`src/rtl/shreg_pkg.sv`:
```
// ============================================================================
// Module      : shreg_pkg
// Description : Shared types for the universal shift register (shift mode and
//               FSM state encodings).
// Revision    : 1.0 - initial release
// ============================================================================
`default_nettype none

package shreg_pkg;

    typedef enum logic [1:0] {
        MODE_LSL = 2'd0,
        MODE_LSR = 2'd1,
        MODE_ASR = 2'd2,
        MODE_ROR = 2'd3
    } shift_mode_t;

    typedef enum logic {
        ST_IDLE  = 1'b0,
        ST_SHIFT = 1'b1
    } shreg_state_t;

endpackage

`default_nettype wire

```
`src/rtl/shreg_step.sv`:
```
// ============================================================================
// Module      : shreg_step
// Description : Combinational single-bit shift/rotate step with shifted-out bit.
// Revision    : 1.0 - initial release
// ============================================================================
`default_nettype none

module shreg_step
    import shreg_pkg::*;
#(
    parameter int WIDTH = 16
) (
    input  logic [WIDTH-1:0] i_cur,
    input  shift_mode_t      i_mode,
    input  logic             i_sin,
    output logic [WIDTH-1:0] o_next,
    output logic             o_sout
);

    always_comb begin
        o_next = i_cur;
        o_sout = i_cur[0];
        case (i_mode)
            MODE_LSL: begin
                o_next = {i_cur[WIDTH-2:0], i_sin};
                o_sout = i_cur[WIDTH-1];
            end
            MODE_LSR: o_next = {i_sin, i_cur[WIDTH-1:1]};
            MODE_ASR: o_next = {i_cur[WIDTH-1], i_cur[WIDTH-1:1]};
            MODE_ROR: o_next = {i_cur[0], i_cur[WIDTH-1:1]};
            default:  o_next = i_cur;
        endcase
    end

endmodule

`default_nettype wire

```
`src/rtl/univ_shift_reg.sv`:
```
// ============================================================================
// Module      : univ_shift_reg
// Description : Universal shift register, parallel load plus serial multi-bit
//               shifts under start/busy/done. Optional UNIV_SHIFT_REG_ABORT_EN
//               adds an i_abort port that cancels a shift in progress.
// Revision    : 1.0 - initial release
// ============================================================================
`default_nettype none

module univ_shift_reg
    import shreg_pkg::*;
#(
    parameter int WIDTH = 16,
    parameter int CNT_W = $clog2(WIDTH) + 1
) (
    input  logic             i_clk,
    input  logic             i_rst,
    input  logic             i_load,
    input  logic [WIDTH-1:0] i_data,
    input  logic             i_start,
    input  logic [1:0]       i_mode,
    input  logic [CNT_W-1:0] i_amount,
    input  logic             i_sin,
`ifdef UNIV_SHIFT_REG_ABORT_EN
    input  logic             i_abort,
`endif
    output logic [WIDTH-1:0] o_out,
    output logic             o_sout,
    output logic             o_busy,
    output logic             o_done
);

    shreg_state_t     r_state, w_state_nxt;
    shift_mode_t      r_mode,  w_mode_nxt;
    logic [CNT_W-1:0] r_cnt,   w_cnt_nxt;
    logic [WIDTH-1:0] r_out,   w_out_nxt;
    logic             r_sout,  w_sout_nxt;
    logic             r_done,  w_done_nxt;

    logic [WIDTH-1:0] w_step_out;
    logic             w_step_sout;
    logic             w_abort;

`ifdef UNIV_SHIFT_REG_ABORT_EN
    assign w_abort = i_abort;
`else
    assign w_abort = 1'b0;
`endif

    shreg_step #(
        .WIDTH (WIDTH)
    ) u_step (
        .i_cur  (r_out),
        .i_mode (r_mode),
        .i_sin  (i_sin),
        .o_next (w_step_out),
        .o_sout (w_step_sout)
    );

    always_ff @(posedge i_clk or posedge i_rst) begin
        if (i_rst) begin
            r_state <= ST_IDLE;
            r_mode  <= MODE_LSL;
            r_cnt   <= '0;
            r_out   <= '0;
            r_sout  <= 1'b0;
            r_done  <= 1'b0;
        end else begin
            r_state <= w_state_nxt;
            r_mode  <= w_mode_nxt;
            r_cnt   <= w_cnt_nxt;
            r_out   <= w_out_nxt;
            r_sout  <= w_sout_nxt;
            r_done  <= w_done_nxt;
        end
    end

    always_comb begin
        w_state_nxt = r_state;
        w_mode_nxt  = r_mode;
        w_cnt_nxt   = r_cnt;
        w_out_nxt   = r_out;
        w_sout_nxt  = r_sout;
        w_done_nxt  = 1'b0;
        case (r_state)
            ST_IDLE: begin
                if (i_load) begin
                    w_out_nxt = i_data;
                end else if (i_start) begin
                    w_mode_nxt = shift_mode_t'(i_mode);
                    w_cnt_nxt  = i_amount;
                    if (i_amount == '0) begin
                        w_done_nxt = 1'b1;
                    end else begin
                        w_state_nxt = ST_SHIFT;
                    end
                end
            end
            ST_SHIFT: begin
                // Abort leaves the partial result in place and skips the done pulse.
                if (w_abort) begin
                    w_state_nxt = ST_IDLE;
                end else begin
                    w_out_nxt  = w_step_out;
                    w_sout_nxt = w_step_sout;
                    w_cnt_nxt  = r_cnt - CNT_W'(1);
                    if (r_cnt == CNT_W'(1)) begin
                        w_state_nxt = ST_IDLE;
                        w_done_nxt  = 1'b1;
                    end
                end
            end
            default: w_state_nxt = ST_IDLE;
        endcase
    end

    assign o_out  = r_out;
    assign o_sout = r_sout;
    assign o_busy = (r_state == ST_SHIFT);
    assign o_done = r_done;

endmodule

`default_nettype wire

```
`config.mk`:
```
export PLATFORM = sky130hd
export DESIGN_NAME = univ_shift_reg
export DESIGN_NICKNAME = d
export VERILOG_FILES = /design/src/rtl/shreg_pkg.sv /design/src/rtl/shreg_step.sv /design/src/rtl/univ_shift_reg.sv
export SDC_FILE = /design/constraint.sdc
export NUM_CORES = 1
export LEC_CHECK = 0
export ABC_AREA = 1
export BUFFER_PORTS_ARGS = -buffer_cell sky130_fd_sc_hd__buf_4
export CORE_UTILIZATION = 55
export CTS_BUF_LIST = sky130_fd_sc_hd__clkbuf_16
export DETAILED_ROUTE_END_ITERATION = 6
export PLACE_DENSITY = 0.89
export SLEW_MARGIN = 20
export SYNTH_ARGS = -nofsm -noshare
export SYNTH_HDL_FRONTEND = slang
export SYNTH_SLANG_ARGS = --single-unit
```
`constraint.sdc`:
```
create_clock -name i_clk -period 1.7 [get_ports i_clk]
set_input_delay 0.34 -clock i_clk [delete_from_list [all_inputs] [get_ports i_clk]]
set_output_delay 0.34 -clock i_clk [all_outputs]
set_load 0.01 [all_outputs]
```
==> flow_summary.yaml, run 1 <==
yosys:
  netlist_area_mm2: 0.00164
  yosysUniqueCellTypes: 22
  yosysWarningCount: 0
  synth_mux_area_share_pct: 0
  synth_top_family_by_area: "simple AND/OR/NAND/NOR gates"
  synth_nets: 235
  ys_ff_latch: 26
  synthXorXnorAreaFrac_pct: 0
  synthAdderAreaFrac_pct: 1.53
  syn_area_per_cell_um2: 8.00
  syn_inst: 205
  synth-compound-area-share_pct: 13.4
  synth_seq_area_share_pct: 39.7
  synth-simple-area-share_pct: 34.0
clock_tree:
  clk_latency_ns: 0.26
  htreeDepth: 1
  clk_pin_slew_worst_paths_ns: 0.06
  postCtsHoldBufs: 0
  cts_tree: "done"
  clock_sinks: 26
  cts_buffers: 3
  post_cts_resized: 0
  cts_buffer_depth: 2
  postCtsSetupBuffers: 0
  root_buffer: "clkbuf_16"
flow_run:
  drv_cap: 0
global_route:
  antenna_found_initial: 0
  grt_max_degree: 27
  grt_pass1_wl_um: 6370
  grt_pass1_vias: 1441
  grt_overflow: 0
  grt_util_all_layers_pct: 25.3
routing:
  first_iter_violations: 64
  drt-wirelength-per-cell_um: 13.3
  antenna_left: 0
  vias_per_cell: 5.51
  vias: 1532
  firstDrtPassIters: 4
  wl_um: 3700
  drc: 0
worst_setup_path:
  critical-path-slowest-cell: "dfrtp_1"
  critPathBufInv: 1
  arrival_ns: 1.50
  max_stage_delay_ns: 0.56
  worstSetupPathType: "reg -> reg"
  crit_path_cell_trace: "inv_2, nor2_1, nand2_1, nand3_1, nand3b_1"
  crit_path_end_kind: "flip-flop"
  crit_family: "flip-flops"
  reg2reg_depth: 5
  required_ns: 1.84
  start_kind: "flip-flop"
  worstPathMaxFanout: 21
  worstSetupPathDepth: 5
power:
  powerDensity_mw_per_mm2: 1940
  leakage_nw: 1.07
  peakVddDrop_mv: 1.40
final_layout:
  drive_above_1_share_pct: 32.4
  antenna_cells: 0
  final_cell_mix: "nand2_1, buf_4, dfrtp_1"
  fin_nets: 279
  syn_to_final_growth_pct: 23.7
  final_cell_area_mm2: 0.00203
  final_common_cell: "nand2_1"
sta:
  setup_slack_ns: 0.336
  hold_viol_final: 0
  tightest_slew_ns: 0.381
  fmax_mhz: 733
  finalSetupTns_ns: 0
  rsz0062_at_grt: "no"
  slew_violations: 0
  setup_viol_count_final: 0
  period_share_pct: 80.3
  skew_ns: 0.00104
  period_needed_ns: 1.36
  slew_headroom_pct: 74.6
floorplanning:
  ioPinCount: 47
  core-area_mm2: 0.00278
  fp.dieH_um: 56.6
  dieArea_mm2: 0.00320
  die_width_um: 56.6
  start_util_pct: 58.9
  num_rows: 19
status:
  status: "complete, no violations"
place:
  place_area_mm2: 0.00195
  place_worst_setup_slack_ns: 0.364
  place_congestion: 0.808
  port_buffers: 46
  dp_hpwl_um: 2720
worst_hold_path:
  hold_class: "in -> async"
==> path summary, 6_finish.rpt <==
| check | from | endpoint | slack [ns] |
|---|---|---|---|
| min in group i_clk | i_mode[1] | r_mode[1] | 0.28 |
| min reg2reg | o_sout | o_sout | 0.54 |
| max in group asynchronous | i_rst | o_out[2] | 1.31 |
| min | i_rst | o_out[10] | 0.13 |
| max | o_busy | r_cnt[3] | 0.34 |
| max reg2reg | o_busy | r_cnt[3] | 0.34 |
==> worst reg2reg max path, cell delays in order (launching register included) <==
cell and delay, ns:
dfrtp_1 0.56, inv_2 0.25, nor2_1 0.19, nand2_1 0.10
nand3_1 0.08, nand3b_1 0.07
==> through the flow <==
step	power, W	utilization (%)	cells	hold WS [ns]
final	0.00394	72.9	278	0.133
after floorplan	0.00286	-	205	0.380
after global placement	0.00335	70.2	275	0.420
after global routing	0.00427	72.9	278	0.164
after detailed placement	0.00342	70.2	275	0.424
after CTS	0.00395	72.9	278	0.147
==> sequential cells by signal (all words and copies together), names as in the netlist <==
register  cells
o_out        16
r_cnt         5
r_mode        2
o_busy        1
o_done        1
o_sout        1
==> final cells by class <==
| type | instances | area (um^2) |
|---|---|---|
| Multi-Input combinational cell | 143 | 802 |
| Timing Repair Buffer | 48 | 360 |
| Inverter | 27 | 101 |
| Fill cell | 226 | 753 |
| Clock buffer | 3 | 75.1 |
| Tap cell | 31 | 38.8 |
| Sequential cell | 26 | 651 |
==> report_power, final <==
group	switching [W]	internal, W	leakage (nW)	total [W]
registers	0.000263	0.000942	0.313	0.00120
logic	0.00130	0.000919	0.722	0.00222
clock network	0.000201	0.000312	0.0370	0.000513
total	0.00176	0.00217	1.07	0.00394
==> synth_stat cells, drive strengths merged <==
cell type  count  area [um^2]
o21ai          8         40.0
nand3         35          225
buf            9         85.1
ha             2         25.0
dfrtp         26          651
nand2         57          221
nor2          18         82.6
nand3b         3         22.5
a21oi          7         38.8
inv           27          101
o211ai        12          140
nand4          1         6.26
==> cell families after synthesis <==
| group | Yosys count |
|---|---|
| AND/OR/NAND/NOR | 114 |
| buffers and inverters | 36 |
| AO/OA/AOI/OAI | 27 |
| flip-flops | 26 |
| adder cells (fa/ha/maj) | 2 |
==> layer usage <==
metal	up-vias	global-route usage [%]	wire, um
li1	750	-	-
met1	726	32.4	1570
met3	2	5.76	207
met5	-	0	0
met2	54	44.4	1910
met4	0	3.48	19
No activity file was read; power rests on OpenSTA's default activity.
==> run 2, diff against run 1 <==
--- a/config.mk
+++ b/config.mk
@@ -7,10 +7,10 @@
 export LEC_CHECK = 0
 export ABC_AREA = 1
 export BUFFER_PORTS_ARGS = -buffer_cell sky130_fd_sc_hd__buf_4
-export CORE_UTILIZATION = 55
+export CORE_UTILIZATION = 51
 export CTS_BUF_LIST = sky130_fd_sc_hd__clkbuf_16
 export DETAILED_ROUTE_END_ITERATION = 6
-export PLACE_DENSITY = 0.89
+export PLACE_DENSITY = 0.84
 export SLEW_MARGIN = 20
 export SYNTH_ARGS = -nofsm -noshare
 export SYNTH_HDL_FRONTEND = slang
==> constraint.sdc (replaced) <==
create_clock -name i_clk -period 1.26 [get_ports i_clk]
set_input_delay 0.252 -clock i_clk [delete_from_list [all_inputs] [get_ports i_clk]]
set_output_delay 0.252 -clock i_clk [all_outputs]
set_load 0.01 [all_outputs]
==> run 2 against run 1 <==
Against the previous run:
- hold slack got worse by 0.089 ns
- routed wire length rose by 4.9%
- setup slack got worse by 0.28 ns
- clock power grew 40%
- power grew 42%
- critical path type unchanged
==> flow_summary.yaml, run 2 (synthesis results as in run 1) <==
status:
  status: "complete, no violations"
floorplanning:
  fp.dieH_um: 58.7
  dieArea_mm2: 0.00344
  core-area_mm2: 0.00305
  start_util_pct: 53.7
  die_width_um: 58.7
  ioPinCount: 47
  num_rows: 20
clock_tree:
  htreeDepth: 1
  root_buffer: "clkbuf_16"
  clk_latency_ns: 0.26
  clk_pin_slew_worst_paths_ns: 0.06
  clock_sinks: 26
  cts_buffer_depth: 2
  cts_buffers: 3
  cts_tree: "done"
sta:
  period_needed_ns: 1.21
  fmax_mhz: 828
  period_share_pct: 95.8
  slew_headroom_pct: 77.0
  finalSetupTns_ns: 0
  setup_viol_count_final: 0
  skew_ns: 0.00296
  rsz0062_at_grt: "no"
  slew_violations: 0
  hold_viol_final: 0
  tightest_slew_ns: 0.346
power:
  clkPwrFrac_pct: 12.9
  peakVddDrop_mv: 1.23
  internal_power_w: 0.00312
  seqPwrFrac_pct: 28.7
  powerDensity_mw_per_mm2: 2600
  p_switching_w: 0.00245
  combinationalPowerShare_pct: 58.5
  switching_share_pct: 44.1
  leakage_nw: 1.12
global_route:
  grt_pass1_vias: 1390
  antenna_found_initial: 0
  grt_overflow: 0
  grt_util_all_layers_pct: 23.6
  grt_max_degree: 27
  grt_pass1_wl_um: 6150
routing:
  drc: 0
  wl_um: 3880
  first_iter_violations: 44
  drt-wirelength-per-cell_um: 12.9
  firstDrtPassIters: 4
  antenna_left: 0
  vias_per_cell: 5.12
  vias: 1536
worst_setup_path:
  start_kind: "flip-flop"
  required_ns: 1.46
  arrival_ns: 1.41
  crit_path_cell_trace: "buf_4, nor2_4, nand2_2, clkinvlp_4, nand2_1, nand3_1"
  worstSetupPathType: "reg -> reg"
  worstPathMaxFanout: 5
  crit_path_end_kind: "flip-flop"
  critical-path-slowest-cell: "dfrtp_2"
  max_stage_delay_ns: 0.42
final_layout:
  nFillCells: 266
  drive_above_1_share_pct: 35.2
  final_cell_mix: "nand2_1, buf_4, nand3_1, dfrtp_1, inv_1"
  multiInputGateArea_um2: 805
  largest_reg_flops: 16
  seq_area_um2: 652
  fin_cells: 300
  syn_to_final_growth_pct: 30.5
  final_common_cell: "nand2_1"
  fin_nets: 287
  antenna_cells: 0
place:
  placed_cells: 291
  place_congestion: 0.855
  dp_hpwl_um: 2740
  port_buffers: 46
worst_hold_path:
  hold_class: "in -> async"
flow_run:
  drv_cap: 0
[run 2: cell types whose count changed in the layout (fill, tap and decap cells not counted), sizes merged]
| cell | change |
|---|---|
| buf | +7 |
| clkinv | +1 |
| clkinvlp | +1 |
[run 2: worst max-delay path, delay by kind of cell, from the launching register on]
kind / cells / cell delay (ns)
flops: 1 / 0.42
simple gates: 4 / 0.42
buf+inv: 2 / 0.29
[run 2: worst paths after layout]
kind / startpoint / end / slack [ns] / depth (start not counted)
hold / removal: i_rst / o_done / 0.04 / 3
setup / recovery: o_busy / r_cnt[4] / 0.05 / 6
min in group i_clk: i_mode[0] / r_mode[0] / 0.19 / 3
max in group asynchronous: i_rst / o_busy / 0.93 / 3
setup reg to reg: o_busy / r_cnt[4] / 0.05 / 6
hold reg to reg: o_sout / o_sout / 0.52 / 2
[run 2: power by group through the flow]
stage                     clock network [W]  logic [W]  registers (W)
after floorplan                           0    0.00217        0.00169
after global placement                    0    0.00306        0.00160
after detailed placement                  0    0.00311        0.00162
after CTS                          0.000717    0.00318        0.00160
after global routing               0.000765    0.00362        0.00166
final                              0.000718    0.00326        0.00160
[run 2: stage by stage]
stage	total power, W	hold WS (ns)	worst slack, ns	area [um^2]	util [%]
final	0.00557	0.0434	0.0528	2140	70.1
after global routing	0.00605	0.0726	0.00260	2140	70.1
after CTS	0.00549	0.0588	0.0191	2100	68.9
after detailed placement	0.00473	0.337	0.0902	2020	66.1
after global placement	0.00466	0.334	0.121	2020	66.1
after floorplan	0.00386	0.292	0.196	1640	-
[run 2: routing by layer]
| layer | global-route usage [%] | vias to the layer above | wire length, um |
|---|---|---|---|
| met3 | 3.52 | 5 | 230 |
| met1 | 31.5 | 699 | 1690 |
| met4 | 8.50 | 0 | 37 |
| met5 | 0 | - | 0 |
| met2 | 39.1 | 61 | 1930 |
| li1 | - | 771 | - |
[run 2: layout make-up]
type / instances / share of cell area (%)
Inverter: 27 / 4.85
Sequential cell: 26 / 30.5
Tap cell: 44 / 2.57
Timing Repair Buffer: 55 / 20.5
Timing Repair inverter: 1 / 0.351
Multi-Input combinational cell: 143 / 37.6
Clock inverter: 1 / 0.175
Clock buffer: 3 / 3.51
[run 2: what timing repair did]
item                       4_1_cts  5_1_grt
setup buffers                    1        3
gates resized for setup          1        3
setup endpoints to repair        1       16
pin swaps                        0        0
cloned                           0        1
hold buffers                     0        0
==> run 3, diff against run 2 <==
--- a/config.mk
+++ b/config.mk
@@ -5,9 +5,9 @@
 export SDC_FILE = /design/constraint.sdc
 export NUM_CORES = 1
 export LEC_CHECK = 0
-export ABC_AREA = 1
+export ABC_AREA = 0
 export BUFFER_PORTS_ARGS = -buffer_cell sky130_fd_sc_hd__buf_4
-export CORE_UTILIZATION = 51
+export CORE_UTILIZATION = 50
 export CTS_BUF_LIST = sky130_fd_sc_hd__clkbuf_16
 export DETAILED_ROUTE_END_ITERATION = 6
 export PLACE_DENSITY = 0.84
==> run 3 against run 2 <==
Against the previous run:
- sequential power increased by 9%
- clock power down 4.3%
- register-to-register slack got worse by 0.03 ns
- die area shrank 7.6%
- critical path depth down 3
- fmax shrank 2.7%
- core utilization is 4.2 points higher
- highest routed layer unchanged
==> flow_summary.yaml, run 3 <==
floorplanning:
  start_util_pct: 53.2
  fp.dieH_um: 56.4
  ioPinCount: 47
  die_width_um: 56.4
  dieArea_mm2: 0.00318
  core-area_mm2: 0.00278
  num_rows: 19
yosys:
  synthFlopType: "dfrtp_1"
  yosysMostFrequentCell: "dfrtp_1"
  yosysUniqueCellTypes: 31
  synth_top_area_share_pct: 44.0
  synthArstFlopShare_pct: 100
  netlist_area_mm2: 0.00148
  syn_area_per_cell_um2: 10.6
  yosys-top-cells-area: "dfrtp_1, mux2i_1, a211oi_1, nor2b_1, a21oi_1"
  yosysWarningCount: 0
  synth-edff-count: 0
  synth_nets: 169
  syn_inst: 139
  ys_ff_latch: 26
  synth_common_cells: "dfrtp_1, mux2i_1, a21oi_1"
  yosysTopAreaCell: "dfrtp_1"
  synth_seq_area_share_pct: 44.0
place:
  placed_cells: 214
  port_buffers: 46
  place_area_mm2: 0.00189
  place_congestion: 0.812
  dp_hpwl_um: 2320
power:
  combinationalPowerShare_pct: 53.5
  seqPwrFrac_pct: 33.4
  clkPwrFrac_pct: 13.2
  p_switching_w: 0.00194
  powerDensity_mw_per_mm2: 2530
  power.total_w: 0.00522
  internal_power_w: 0.00328
  peakVddDrop_mv: 1.91
  switching_share_pct: 37.2
  leakage_nw: 0.913
routing:
  drt-wirelength-per-cell_um: 15.7
  first_iter_violations: 30
  vias_per_cell: 5.74
  firstDrtPassIters: 3
  wl_um: 3470
  antenna_left: 0
  vias: 1269
  drc: 0
clock_tree:
  postCtsHoldBufs: 0
  clock_sinks: 26
  cts_buffer_depth: 2
  clk_pin_slew_worst_paths_ns: 0.06
  cts_buffers: 3
  root_buffer: "clkbuf_16"
  htreeDepth: 1
  cts_tree: "done"
  clk_latency_ns: 0.26
worst_setup_path:
  worstSetupPathType: "reg -> reg"
  crit_path_end_kind: "flip-flop"
  crit_path_cell_trace: "nor3b_4, buf_4, mux2_4"
  r2r_slack_ns: 0.02
  arrival_ns: 1.38
  r2r-start: "o_busy"
  critPathBufInv: 1
  worstPathMaxFanout: 4
  critical-path-slowest-cell: "dfrtp_2"
  reg2reg_to: "r_mode[1]"
  crit_family: "flip-flops"
  required_ns: 1.40
  start_kind: "flip-flop"
  max_stage_delay_ns: 0.45
  reg2reg_depth: 3
worst_hold_path:
  hold_class: "in -> async"
final_layout:
  fin_cells: 221
  final_util_pct: 74.3
  syn_to_final_growth_pct: 39.6
  fin_nets: 222
  final_cell_mix: "buf_4, dfrtp_1, mux2i_1"
  final_common_cell: "buf_4"
  final_cell_area_mm2: 0.00207
  antenna_cells: 0
  largest_reg_flops: 16
  drive_above_1_share_pct: 38.4
sta:
  tightest_slew_ns: 0.342
  slew_headroom_pct: 77.0
  finalSetupTns_ns: 0
  period_needed_ns: 1.24
  setup_viol_count_final: 0
  slew_violations: 0
  rsz0062_at_grt: "yes"
  fmax_mhz: 806
  skew_ns: 0.00531
  hold_viol_final: 0
  period_share_pct: 98.4
global_route:
  grt_util_all_layers_pct: 24.3
  grt_pass1_vias: 1345
  grt_overflow: 0
  antenna_found_initial: 0
  grt_pass1_wl_um: 6060
  grt_max_degree: 29
flow_run:
  drv_cap: 0
status:
  status: "complete, no violations"
## run 3: cell count changes after synthesis, moves of 6 or more
cell,change
o21ai_0,-6
nor2_1,-14
nor2b_1,+17
a21oi_1,+12
mux2i_1,+19
a211oi_1,+16
inv_1,-18
nand3_2,-10
o211ai_2,-10
nand2_1,-54
nand3_1,-25
## run 3: kinds of logic (layout without fill, tap and decap cells)
group | Yosys count | after routing | share of synthesized area, %
AND/OR/NAND/NOR | 28 | 28 | 12.8
adder cells (fa/ha/maj) | 2 | 2 | 1.69
buffers and inverters | 14 | 65 | 4.90
flip-flops | 26 | 26 | 44.0
AO/OA/AOI/OAI | 46 | 46 | 20.7
multiplexers | 23 | 23 | 15.9
## run 3: worst max path at each step
stage           startpoint         to  slack [ns]  cells after the start
5_1_grt             o_busy  r_mode[0]       -0.05                      3
3_3_place_gp   i_amount[2]     o_busy       -0.06                      4
6_report            o_busy  r_mode[1]        0.02                      3
4_1_cts             o_busy   r_cnt[3]        0.02                      4
2_1_floorplan       o_busy  r_mode[0]       -0.07                      3
3_5_place_dp   i_amount[2]     o_busy       -0.06                      4
## run 3: repair_timing
action | CTS | global route
gates cloned | 1 | 0
resized for setup | 4 | 7
setup buffers | 3 | 0
endpoints found under the setup margin | 1 | 9
## run 3: metal layers
layer	global-route usage, %	wire, um
met1	32.6	1590
met2	40.1	1690
met3	3.23	108
met4	9.06	87
met5	0	0
## run 3: power groups by stage
stage / sequential (W) / clock, W / combinational [W]
floorplan: 0.00174 / 0 / 0.00153
global placement: 0.00169 / 0 / 0.00236
detailed placement: 0.00173 / 0 / 0.00245
CTS: 0.00173 / 0.000696 / 0.00269
global route: 0.00180 / 0.000731 / 0.00306
finish: 0.00174 / 0.000687 / 0.00279
## run 3: layout make-up
class,count,area (um^2)
inverter,4,15.0
tap,31,38.8
sequential,26,652
clock buffer,3,75.1
multi-input combinational,99,788
timing repair buffer,58,497
fill,200,716
## run 3: stage by stage
step / setup slack [ns] / hold WS [ns]
2_1_floorplan: -0.0749 / 0.292
3_3_place_gp: -0.0572 / 0.331
3_5_place_dp: -0.0645 / 0.336
4_1_cts: 0.0207 / 0.0628
5_1_grt: -0.0530 / 0.0934
6_report: 0.0200 / 0.0516
## run 3: worst reg2reg max path, cell delays in order (launching register included)
cell and delay (ns):
dfrtp_2 0.45, nor3b_4 0.22, buf_4 0.16, mux2_4 0.29
